--- src/rtl/axi4_mem_arbiter.sv ---
// ---------------------------------------------------------------------------
// axi4_mem_arbiter
//
// Shares one single-port word memory between NUM_REQ requesters (for example
// the AXI write-channel FSM, the read-channel FSM and a debug port). Grants
// are round-robin and held for a whole burst, so bursts never interleave.
// Read data is routed back to the requester that issued the read, even when
// the grant has already moved on.
//
// Ports:
//   ACLK, ARESETn          clock (rising edge), asynchronous active-low reset
//   req_valid/req_ready    per-requester beat handshake
//   req_we, req_last       per-requester write flag and end-of-burst flag
//   req_addr, req_wdata    packed per-requester word address / write data
//   rsp_valid, rsp_rdata   one-hot read response strobe, shared read data
//   mem_en, mem_we,        registered memory command, issued one cycle
//   mem_addr, mem_wdata    after the beat is accepted
//   mem_rdata              memory read data, valid the cycle after mem_en
//   owner, busy            current grant holder, high while a grant is held
//   err_overrun            one-cycle pulse when a burst hits MAX_BEATS
// ---------------------------------------------------------------------------
module axi4_mem_arbiter #(
  parameter int NUM_REQ        = 2,
  parameter int DATA_WIDTH     = 32,
  parameter int MEM_ADDR_WIDTH = 10,
  parameter int MAX_BEATS      = 256
) (
  input  logic                              ACLK,
  input  logic                              ARESETn,
  input  logic [NUM_REQ-1:0]                req_valid,
  output logic [NUM_REQ-1:0]                req_ready,
  input  logic [NUM_REQ-1:0]                req_we,
  input  logic [NUM_REQ-1:0]                req_last,
  input  logic [NUM_REQ*MEM_ADDR_WIDTH-1:0] req_addr,
  input  logic [NUM_REQ*DATA_WIDTH-1:0]     req_wdata,
  output logic [NUM_REQ-1:0]                rsp_valid,
  output logic [DATA_WIDTH-1:0]             rsp_rdata,
  output logic                              mem_en,
  output logic                              mem_we,
  output logic [MEM_ADDR_WIDTH-1:0]         mem_addr,
  output logic [DATA_WIDTH-1:0]             mem_wdata,
  input  logic [DATA_WIDTH-1:0]             mem_rdata,
  output logic [$clog2(NUM_REQ)-1:0]        owner,
  output logic                              busy,
  output logic                              err_overrun
);

  localparam int OW  = $clog2(NUM_REQ);
  localparam int OW1 = OW + 1;
  localparam int CW  = $clog2(MAX_BEATS) + 1;

  typedef enum logic {IDLE, LOCKED} state_t;

  state_t        state, state_nxt;
  logic [OW-1:0] rr_ptr;
  logic [CW-1:0] beat_cnt;
  logic          grant_found;
  logic [OW-1:0] grant_idx;
  logic [OW:0]   cand;
  logic          accept;
  logic          release_last;
  logic          release_force;
  logic [OW-1:0] owner_inc;
  logic          tag1_rd, tag2_rd;
  logic [OW-1:0] tag1_owner, tag2_owner;

  // Round-robin search: first valid requester at or after rr_ptr, wrapping.
  // cand carries one extra bit so rr_ptr + i never overflows before the wrap.
  always_comb begin
    grant_found = 1'b0;
    grant_idx   = '0;
    cand        = '0;
    for (int i = 0; i < NUM_REQ; i++) begin
      cand = {1'b0, rr_ptr} + OW1'(i);
      if (cand >= OW1'(NUM_REQ)) begin
        cand = cand - OW1'(NUM_REQ);
      end
      if (!grant_found && req_valid[cand[OW-1:0]]) begin
        grant_found = 1'b1;
        grant_idx   = cand[OW-1:0];
      end
    end
  end

  assign accept        = (state == LOCKED) && req_valid[owner];
  assign release_last  = accept && req_last[owner];
  // The MAX_BEATS-th beat without last still goes to memory, then the grant drops.
  assign release_force = accept && !req_last[owner] && (beat_cnt == CW'(MAX_BEATS - 1));
  assign owner_inc     = (owner == OW'(NUM_REQ - 1)) ? '0 : owner + 1'b1;
  assign busy          = (state == LOCKED);

  always_ff @(posedge ACLK or negedge ARESETn) begin
    if (!ARESETn) begin
      state <= IDLE;
    end else begin
      state <= state_nxt;
    end
  end

  always_comb begin
    state_nxt = state;
    req_ready = '0;
    case (state)
      IDLE: begin
        if (grant_found) begin
          state_nxt = LOCKED;
        end
      end
      LOCKED: begin
        req_ready[owner] = 1'b1;
        if (release_last || release_force) begin
          state_nxt = IDLE;
        end
      end
      default: state_nxt = IDLE;
    endcase
  end

  always_ff @(posedge ACLK or negedge ARESETn) begin
    if (!ARESETn) begin
      owner       <= '0;
      rr_ptr      <= '0;
      beat_cnt    <= '0;
      err_overrun <= 1'b0;
    end else begin
      err_overrun <= release_force;
      if ((state == IDLE) && grant_found) begin
        owner    <= grant_idx;
        beat_cnt <= '0;
      end
      if (accept) begin
        if (beat_cnt != {CW{1'b1}}) begin
          beat_cnt <= beat_cnt + 1'b1;
        end
        if (release_last || release_force) begin
          rr_ptr <= owner_inc;
        end
      end
    end
  end

  // Memory command register; address/data hold between accesses.
  always_ff @(posedge ACLK or negedge ARESETn) begin
    if (!ARESETn) begin
      mem_en    <= 1'b0;
      mem_we    <= 1'b0;
      mem_addr  <= '0;
      mem_wdata <= '0;
    end else begin
      mem_en <= accept;
      mem_we <= accept & req_we[owner];
      if (accept) begin
        mem_addr  <= req_addr[owner*MEM_ADDR_WIDTH +: MEM_ADDR_WIDTH];
        mem_wdata <= req_wdata[owner*DATA_WIDTH +: DATA_WIDTH];
      end
    end
  end

  // Read tag pipeline: stage 1 lines up with mem_en, stage 2 with mem_rdata.
  // The issuing owner travels with the tag so routing survives a grant change.
  always_ff @(posedge ACLK or negedge ARESETn) begin
    if (!ARESETn) begin
      tag1_rd    <= 1'b0;
      tag1_owner <= '0;
      tag2_rd    <= 1'b0;
      tag2_owner <= '0;
    end else begin
      tag1_rd    <= accept & ~req_we[owner];
      tag1_owner <= owner;
      tag2_rd    <= tag1_rd;
      tag2_owner <= tag1_owner;
    end
  end

  always_comb begin
    rsp_valid = '0;
    if (tag2_rd) begin
      rsp_valid[tag2_owner] = 1'b1;
    end
  end

  assign rsp_rdata = mem_rdata;

endmodule

--- config.mk ---
export PLATFORM = sky130hd
export DESIGN_NAME = axi4_mem_arbiter
export DESIGN_NICKNAME = d
export VERILOG_FILES = /design/src/rtl/axi4_mem_arbiter.sv
export SDC_FILE = /design/constraint.sdc
export NUM_CORES = 1
export LEC_CHECK = 0
export CORE_MARGIN = 2
export CORE_UTILIZATION = 39
export CTS_BUF_LIST = sky130_fd_sc_hd__clkbuf_8 sky130_fd_sc_hd__clkbuf_16
export DETAILED_ROUTE_END_ITERATION = 10
export GPL_TIMING_DRIVEN = 0
export PLACE_DENSITY = 0.86
export SYNTH_ARGS = -nofsm -noshare
export SYNTH_HDL_FRONTEND = slang
export SYNTH_SLANG_ARGS = --single-unit
export TNS_END_PERCENT = 5
--- constraint.sdc ---
create_clock -name ACLK -period 3.9 [get_ports ACLK]
set_clock_uncertainty 0.2 [all_clocks]
set_input_delay 1.17 -clock ACLK [delete_from_list [all_inputs] [get_ports ACLK]]
set_output_delay 1.17 -clock ACLK [all_outputs]
set_load 0.005 [all_outputs]
==> results.env <==
RUN_STATUS='complete, no violations'
CTS.SINK_COUNT=61
DRIVE_GT1_FRAC=0.144
FINAL.FILL_COUNT=619
TIMING.CRITICAL_PATH.FANOUT_MAX=10
INTERNAL_POWER_mW=2.15
POST-ROUTE-PERIOD-UTIL=0.902
CTS.REPAIR.RESIZED=0
SYNTH-SEQ-CELLS=61
GRT_MAX_DEGREE=34
ROUTED_WIRELENGTH_MM=9.30
H_TREE_LEVELS=3
FIRST_GLOBAL_VIAS=3020
N_ANTENNA_CELL=0
WIRE_PER_INST_UM=15.6
SYN_AREA_CELL_UM2=10.5
YOSYSWARNINGS=0
FIN_HOLD_WS_NS=0.149
FINAL.SETUP.WORST_SLACK_NS=0.382
TNS_NS=0
INSTANCE_COUNT_OF_THE_MAPPED_NETLIST=302
CLKTRANSATPATHREGS_NS=0.07
HOLDBUFCOUNTCTS=0
POWER_FRAC_CLOCK=0.178
DETAIL_ROUTE.ITER0.VIOLATIONS=115
WORSTREGTOREGCELLS=7
SYNTH_SEQ_AREA_SHARE=0.479
CORE_MM2=0.00781
FP-ROW-COUNT=32
POWER.SWITCHING_FRACTION=0.341
SEQPWRFRAC=0.324
AVGVIACOUNTPERCELL=4.98
POST-CTS-SETUP-BUFFERS=0
DETAILEDROUTE.FIRSTPASSITERATIONCOUNT=5
DIEWIDTH_UM=94.4
TIMING_WORST_SETUP_PATH_TYPE='reg2out'
IR_DROP_uV=312
VIAS=2965
TIGHTEST_SLEW_NS=0.688
DIE_H_UM=94.4
CLK_LATENCY_NS=0.33
CP_DATA_ARRIVAL_TIME_NS=2.15
DRV_CAP=0
GRT_SETUP_UNREPAIRED='no'
BUFFER_PORTS.INSERTED=174
LAYOUT.NETS=615
HP-CLASS='reg2reg'
POST_SYNTH_DESIGN_CELL_AREA_MM2=0.00319
CTS-ROOT-TO-SINK-BUFFERS=2
KIND_OF_END_POINT_OF_THE_CRITICAL_PATH='output pin'
POSTSYNTHNETCOUNT=429
PRECTSSETUPSLACK_NS=0.693
TIMING.FINAL.SETUP_VIOLATIONS=0
GLOBAL_ROUTE.USAGE.TOTAL=0.211
FLOORPLAN.INITIALDENSITY=0.408
PATH_BUF_INV=4
DIE_AREA_MM2=0.00891
FF2FF_SETUP_SLACK_NS=1.49
FINAL_MAX_SLEW_VIOL_COUNT=0
DP.FINAL_HPWL_MM=7.39
GRT_FIRST_PASS_WIRELENGTH_MM=14.4
FINAL_CORE_UTIL=0.676
DETAIL-ROUTE-ANTENNA-NETS=0
CLOCK.FMAX_MHz=284
TOTAL_POWER_mW=3.26
GP_CONGESTION=0.787
CRITICAL_PATH_DEPTH=5
GRT_ANTENNA_BEFORE_REPAIR=0
TRITONCTS='yes'
SLOWEST_DELAY_NS=0.47
COMB_POWER_SHARE=0.499
CRITPATHTOPFAMILY='buffers and inverters'
IO_PINS=207
NET_SWITCHING_mW=1.11
TIMING.CRITICAL_PATH.SLOWEST_STAGE_CELL='dfrtp_1'
CTSROOTBUFFERMASTER='clkbuf_8'
DRC=0
CRITICAL_PATH.STARTPOINT_TYPE='register'
NUMBER_OF_INSTANCES_ON_THE_WORST_HOLD_PATH=0
POWER-PER-CELL-AREA_mW_PER_MM2=618
WORSTPATHREQUIRED_NS=2.53
FINALHOLDVIOLCOUNT=0
MAXSLEWHEADROOM=0.541
P_LEAK_nW=2.35
NUMBER_OF_BUFFERS_CREATED_BY_CTS=9
GRT_OVERFLOW_TOTAL=0
PERIOD_MINUS_SLACK_NS=3.52
SYNTH_CELL_TYPES=31
WORSTPATHCELLLIST='inv_1 > clkbuf_1 > buf_2 > nor2_1 > clkdlybuf4s50_1'
LAYOUT-AREA-OVERHEAD-VS-SYNTH_PCT=65.8
[synth_stat cells (all sizes together)]
cell     n  area (µm²)
o211ai   2        15.0
and3     4        25.0
ha       3        37.5
and4     1        8.76
a211oi   1        12.5
nor2     2        7.51
o21bai   1        7.51
dfrtp   61        1530
a21oi    1        5.00
buf     43         324
clkbuf   9        37.5
o31a     1        8.76
nor2b    4        25.0
and2     3        18.8
inv      7        26.3
nand4    2        12.5
a31oi    2        12.5
mux2i   51         510
nand3    3        15.0
a31o     1        8.76
nand2    8        32.5
mux2     1        15.0
nand2b   1        6.26
nor4     2        42.5
o21ai   88         444
[power by group through the flow]
stage | sequential, mW | clock (mW) | combinational, mW
2_1_floorplan | 1.06 | 0 | 0.758
3_3_place_gp | 1.05 | 0 | 1.59
3_5_place_dp | 1.06 | 0 | 1.65
4_1_cts | 1.06 | 0.594 | 1.65
5_1_grt | 1.09 | 0.628 | 1.78
6_report | 1.06 | 0.580 | 1.63
[final timing paths]
check / startpoint / to
min in group asynchronous: ARESETn / err_overrun
min reg2reg: tag1_owner / tag2_owner
min: tag1_owner / tag2_owner
max in group asynchronous: ARESETn / mem_wdata[7]
max reg2reg: beat_cnt[0] / beat_cnt[5]
max: busy / req_ready[0]
[routing by layer]
metal / GRT usage / share of wire / vias to the layer above
li1: - / - / 1410
met4: 0.0918 / 0.027 / 0
met1: 0.243 / 0.38 / 1378
met3: 0.0638 / 0.096 / 20
met2: 0.364 / 0.50 / 157
met5: 0 / 0 / -
[flip-flops by register name, summed over array words and instances (netlist names)]
signal,flops
tag1_owner,1
err_overrun,1
tag2_owner,1
mem_wdata,32
rr_ptr,1
busy,1
owner,1
beat_cnt,9
mem_we,1
mem_en,1
tag2_rd,1
mem_addr,10
tag1_rd,1
[through the flow]
| stage | instance area (µm²) | std cells |
|---|---|---|
| 2_1_floorplan | 3190 | 302 |
| 5_1_grt | 5280 | 595 |
| 3_5_place_dp | 5070 | 579 |
| 4_1_cts | 5280 | 595 |
| 3_3_place_gp | 5050 | 578 |
| 6_report | 5280 | 595 |
[cell type report]
class	count	area, µm²	area share
multi-input combinational	182	1270	0.241
timing repair buffer	175	1760	0.333
sequential	61	1530	0.289
buffer	52	362	0.0685
inverter	7	26.3	0.00498
clock inverter	4	45.0	0.00853
clock buffer	12	165	0.0313
tap	102	128	0.0242
[cells by family after synthesis]
group,synth area share
AOI/OAI and AO/OA,0.161
adders and majority gates,0.0118
buffers and inverters,0.122
DFF,0.479
muxes,0.165
and+or+nand+nor,0.0609
[placed cells by master, fill, tap and decap left out, types with 4 or more instances in the layout]
cell type	Yosys	final
and3_1	4	4
nor2b_1	4	4
buf_2	4	5
buf_4	36	36
clkbuf_8	0	12
mux2i_1	51	51
clkdlybuf4s50_1	0	173
inv_1	7	7
dfrtp_1	61	61
clkbuf_1	6	6
nand2_1	7	7
o21ai_0	84	84
Power figures use the tool's default switching activity.
